### config.mk
export PLATFORM = sky130hd
export DESIGN_NAME = avl_master_port
export DESIGN_NICKNAME = d
export VERILOG_FILES = /design/src/rtl/avl_master_port.sv
export SDC_FILE = /design/constraint.sdc
export NUM_CORES = 1
export LEC_CHECK = 0
export ABC_AREA = 0
export CAP_MARGIN = 20
export CORE_AREA = 2 2 82 84
export DETAILED_ROUTE_END_ITERATION = 12
export DIE_AREA = 0 0 84 86
export DONT_BUFFER_PORTS = 1
export GPL_ROUTABILITY_DRIVEN = 0
export PLACE_DENSITY = 0.72
export SYNTH_ARGS = -nofsm -noshare
export SYNTH_HDL_FRONTEND = slang
export SYNTH_SLANG_ARGS = --single-unit
### constraint.sdc
create_clock -name clk -period 2.2 [get_ports clk]
set_input_delay 0.33 -clock clk [delete_from_list [all_inputs] [get_ports clk]]
set_output_delay 0.33 -clock clk [all_outputs]
set_load 0.02 [all_outputs]
### src/rtl/avl_master_port.sv
// avl_master_port: Avalon-MM initiator between the CPU core's single-cycle
// memory request interface and the external Avalon bus. Each accepted core
// request becomes exactly one Avalon read or write. The bus outputs stay
// frozen while waitrequest is high, and completion returns a one-cycle
// resp_valid pulse carrying the read data.
//
// Optional feature, enabled by defining AVL_MASTER_ALIGN_CHECK_EN:
//   A full-word request (byteenable 4'b1111) whose byte address is not word
//   aligned is rejected. No bus cycle is issued; after one cycle in BUS the
//   block answers with resp_valid=1 and resp_err=1.
//   With the macro undefined, resp_err is constant 0 and address[1:0] is
//   simply masked, so the request is issued at the containing word.

module avl_master_port #(
  parameter int ADDR_W = 32,
  parameter int DATA_W = 32
) (
  input  logic                clk,
  input  logic                reset,
  // core side
  input  logic                req,
  input  logic                req_write,
  input  logic [ADDR_W-1:0]   req_addr,
  input  logic [DATA_W-1:0]   req_wdata,
  input  logic [DATA_W/8-1:0] req_byteenable,
  output logic                req_ready,
  output logic                resp_valid,
  output logic [DATA_W-1:0]   resp_rdata,
  output logic                resp_err,
  // Avalon side
  output logic [ADDR_W-1:0]   address,
  output logic                read,
  output logic                write,
  output logic [DATA_W-1:0]   writedata,
  output logic [DATA_W/8-1:0] byteenable,
  input  logic [DATA_W-1:0]   readdata,
  input  logic                waitrequest
);

  localparam int BE_W = DATA_W / 8;

  typedef enum logic {
    S_IDLE = 1'b0,
    S_BUS  = 1'b1
  } state_t;

  state_t            state_reg, state_next;

  logic              read_reg, read_next;
  logic              write_reg, write_next;
  logic [ADDR_W-1:0] address_reg, address_next;
  logic [DATA_W-1:0] writedata_reg, writedata_next;
  logic [BE_W-1:0]   byteenable_reg, byteenable_next;
  logic              resp_valid_reg, resp_valid_next;
  logic [DATA_W-1:0] resp_rdata_reg, resp_rdata_next;
  logic              req_ready_reg, req_ready_next;

  // The request is taken only in IDLE; req is ignored while the bus is busy.
  logic              accept;
  // The transaction in BUS finishes at this edge.
  logic              bus_done;
  // The request at the inputs is a misaligned full-word access.
  logic              req_misaligned;

  assign accept = req && (state_reg == S_IDLE);

`ifdef AVL_MASTER_ALIGN_CHECK_EN
  logic resp_err_reg, resp_err_next;
  // The accepted request was rejected and never reached the bus.
  logic misalign_reg, misalign_next;

  assign req_misaligned = (req_addr[1:0] != 2'b00) && (req_byteenable == {BE_W{1'b1}});
  // A rejected request never waits on the bus, so it finishes after one cycle.
  assign bus_done       = misalign_reg || !waitrequest;
  assign resp_err       = resp_err_reg;
`else
  // The low address bits only matter to the alignment check. In this build
  // they are masked off.
  logic addr_lsb_unused;

  assign addr_lsb_unused = ^req_addr[1:0];
  assign req_misaligned  = 1'b0;
  assign bus_done        = !waitrequest;
  assign resp_err        = 1'b0;
`endif

  // State and registered outputs; reset aborts any bus cycle in flight.
  always_ff @(posedge clk) begin
    if (reset) begin
      state_reg      <= S_IDLE;
      read_reg       <= 1'b0;
      write_reg      <= 1'b0;
      address_reg    <= '0;
      writedata_reg  <= '0;
      byteenable_reg <= '0;
      resp_valid_reg <= 1'b0;
      resp_rdata_reg <= '0;
      req_ready_reg  <= 1'b1;
`ifdef AVL_MASTER_ALIGN_CHECK_EN
      resp_err_reg   <= 1'b0;
      misalign_reg   <= 1'b0;
`endif
    end else begin
      state_reg      <= state_next;
      read_reg       <= read_next;
      write_reg      <= write_next;
      address_reg    <= address_next;
      writedata_reg  <= writedata_next;
      byteenable_reg <= byteenable_next;
      resp_valid_reg <= resp_valid_next;
      resp_rdata_reg <= resp_rdata_next;
      req_ready_reg  <= req_ready_next;
`ifdef AVL_MASTER_ALIGN_CHECK_EN
      resp_err_reg   <= resp_err_next;
      misalign_reg   <= misalign_next;
`endif
    end
  end

  // Next state: IDLE -> BUS on an accepted request, BUS -> IDLE on completion.
  always_comb begin
    state_next = state_reg;
    case (state_reg)
      S_IDLE:  if (accept) state_next = S_BUS;
      S_BUS:   if (bus_done) state_next = S_IDLE;
      default: state_next = S_IDLE;
    endcase
  end

  // Next values of the registered outputs. Bus fields hold unless they are
  // loaded at acceptance or dropped at completion.
  always_comb begin
    read_next       = read_reg;
    write_next      = write_reg;
    address_next    = address_reg;
    writedata_next  = writedata_reg;
    byteenable_next = byteenable_reg;
    resp_valid_next = 1'b0;
    resp_rdata_next = resp_rdata_reg;
    req_ready_next  = (state_next == S_IDLE);
`ifdef AVL_MASTER_ALIGN_CHECK_EN
    resp_err_next   = 1'b0;
    misalign_next   = misalign_reg;
`endif
    case (state_reg)
      S_IDLE: begin
        if (accept) begin
          if (req_misaligned) begin
            // Rejected: keep the bus quiet and remember to report an error.
            read_next  = 1'b0;
            write_next = 1'b0;
`ifdef AVL_MASTER_ALIGN_CHECK_EN
            misalign_next = 1'b1;
`endif
          end else begin
            read_next       = !req_write;
            write_next      = req_write;
            address_next    = {req_addr[ADDR_W-1:2], 2'b00};
            writedata_next  = req_wdata;
            byteenable_next = req_byteenable;
          end
        end
      end
      S_BUS: begin
        if (bus_done) begin
          read_next       = 1'b0;
          write_next      = 1'b0;
          resp_valid_next = 1'b1;
          // A read is still asserted at completion only for a real bus read.
          if (read_reg) resp_rdata_next = readdata;
`ifdef AVL_MASTER_ALIGN_CHECK_EN
          resp_err_next = misalign_reg;
          misalign_next = 1'b0;
`endif
        end
      end
      default: begin
        read_next  = 1'b0;
        write_next = 1'b0;
      end
    endcase
  end

  assign req_ready  = req_ready_reg;
  assign resp_valid = resp_valid_reg;
  assign resp_rdata = resp_rdata_reg;
  assign address    = address_reg;
  assign read       = read_reg;
  assign write      = write_reg;
  assign writedata  = writedata_reg;
  assign byteenable = byteenable_reg;

endmodule
==> run_results.csv <==
group,metric,value,unit
yosys,synth_area,3600,um2
finish,layout.nets,538,
yosys,yosysTopAreaCellShare,57.3,%
timing,skew,12.5,ps
setup_path,critPathMaxStageDelay,490,ps
clock_tree,cts-resized-gates,0,
timing,grt_setup_unrepaired,"no",
setup_path,critPathCaptureType,"flip-flop",
clock_tree,clock_latency,350,ps
setup_path,crit_fanout,22,
route,drc_errors,0,
hold_path,worstHoldPathType,"in -> reg",
place,placedCellCount,499,
timing,period_share,66.4,%
run,drv_cap,0,
finish,multi_input_area,1330,um2
clock_tree,cts-root-buf,"clkbuf_8",
die,die_w,84,um
route,viasPerCell,5.46,
yosys,synthCells,450,
die,rows,29,
yosys,synth_cell_type_count,18,
place,io_buffers,0,
yosys,avgSynthCellArea,8.00,um2
global_routing,antenna_found_initial,0,
clock_tree,clock_sinks,103,
power,p_total,3.53,mW
timing,report.final.hold_viol_count,0,
timing,final_max_slew_viol_count,0,
route,first_pass_iters,4,
finish,drive_above_1_share,4.81,%
clock_tree,post_cts_buffers,0,
yosys,yosys_warnings,0,
global_routing,grt_pass1_wl,12200,um
setup_path,critPathSlowestCell,"dfxtp_1",
finish,n_antenna_cell,0,
finish,final_util,59.8,%
route,drt-initial-drc-count,113,
clock_tree,cts.clk_slew.worst_paths,90,ps
clock_tree,cts.path.max_buffers,2,
place,dp_slack,721,ps
timing,setup_ws,739,ps
route,routed_wirelength,7870,um
place,place_area,3540,um2
die,fp.dieH,86,um
clock_tree,cts_made_buffers,9,
place,dp_hpwl,5430,um
yosys,synth_area_leader_cell,"dfxtp_1",
clock_tree,cts_hold_buf,0,
clock_tree,h-tree-depth,3,
die,start_util,57.4,%
die,io_pins,210,
setup_path,crit_required,2430,ps
setup_path,cp_cell_sequence,"nand3b_1 > buf_4 > nand2_1 > a21oi_1",
yosys,synth.yosys.seq_area_share,57.3,%
global_routing,grt.overflow.total,0,
power,vdd_drop_max,0.000474,V
route,num_vias,2807,
yosys,synth_area_leaders,"dfxtp_1 (57%), nand2_1 (21%), a21oi_1 (14%)",
run_status,outcome,"completed",
clock_tree,cts_tree,"done",
finish,area_growth,4.20,%
setup_path,start_kind,"flip-flop",
global_routing,grt_max_degree,103,
route,antenna_left,0,
route,wl_per_cell,15.3,um
power,p_per_area,941,nW/um2
timing,max_freq,0.684,GHz
timing,setup_viol,0,
setup_path,critPathArrivalTime,1690,ps
global_routing,grt_pass1_vias,2689,
finish,nFillCells,570,
die,design.core.area,6280,um2
yosys,yosys_register_bits,103,
power,leakage,1.35,nW
timing,setup_tns,0,ps
timing,fin_crit,1460,ps
finish,design_area,3750,um2
timing,holdWs,39.7,ps
finish,final_cells,514,
setup_path,crit_type,"reg -> reg",
die,dieArea,7220,um2
finish,seq_area,2060,um2
global_routing,grt_usage,20.9,%
-- cell usage in the layout (no fill, tap or decap) --
cell | Yosys | final
nand2b_2 | 0 | 1
nand3b_1 | 1 | 1
nand2b_1 | 2 | 1
nor2b_4 | 0 | 1
buf_4 | 9 | 6
o21ai_0 | 2 | 2
and3b_1 | 1 | 1
inv_1 | 1 | 1
a21oi_1 | 101 | 101
nor3b_1 | 1 | 1
clkbuf_8 | 0 | 10
bufinv_16 | 0 | 2
clkbuf_1 | 10 | 2
and2_1 | 1 | 1
nand2_1 | 198 | 198
dfxtp_1 | 103 | 103
clkinvlp_4 | 0 | 1
nor2_1 | 1 | 1
conb_1 | 1 | 3
-- report_power, final --
part           switching [mW]  internal, mW
clock                   0.587         0.668
sequential              0.157          1.95
combinational           0.110        0.0637
total                   0.854          2.68
-- kinds of logic after synthesis --
logic type / synth area share (%)
buf+inv: 6.22
compound gates: 14.3
flops: 57.3
simple gates: 22.1
other cells: 0.104
-- area by class of cell --
cell class	count	share of cell area (%)
multi-input combinational	312	35.5
sequential	103	55.0
clock inverter	3	1.80
clock buffer	12	3.87
timing repair buffer	6	1.20
inverter	1	0.100
tap	77	2.57
-- synth_stat cells --
cell type,n
nand3b_1,1
buf_2,11
and2_1,1
nor2b_1,1
and3b_1,1
buf_6,5
buf_1,1
nor2_1,1
dfxtp_1,103
nand2b_1,2
o21ai_0,2
a21oi_1,101
nand2_1,198
conb_1,1
inv_1,1
buf_4,9
clkbuf_1,10
nor3b_1,1
-- layer usage --
metal  vias to the layer above  GRT usage (%)  part of all wire (%)  routed length (um)
met5                         -              0                     0                   0
met4                         0           10.7                   2.4                 188
met3                        15           7.89                    10                 809
met2                       136           37.1                    50                3930
met1                      1267           21.8                    37                2950
li1                       1389              -                     -                   -
-- path summary, 6_finish.rpt --
path              cells past startpoint  slack, ps     startpoint             end
setup / recovery                      4        740      state_reg  resp_rdata[23]
setup reg to reg                      4        740      state_reg  resp_rdata[23]
hold / removal                        1         40          reset     address[11]
hold reg to reg                       2        550  resp_rdata[0]   resp_rdata[0]
-- worst max-delay path: cells and delay by family, from the launching register on --
family          cells  cell delay [ps]
compound gates      1               70
flops               1              490
buf+inv             1              340
simple gates        2              460
No activity file was read; power rests on OpenSTA's default activity.
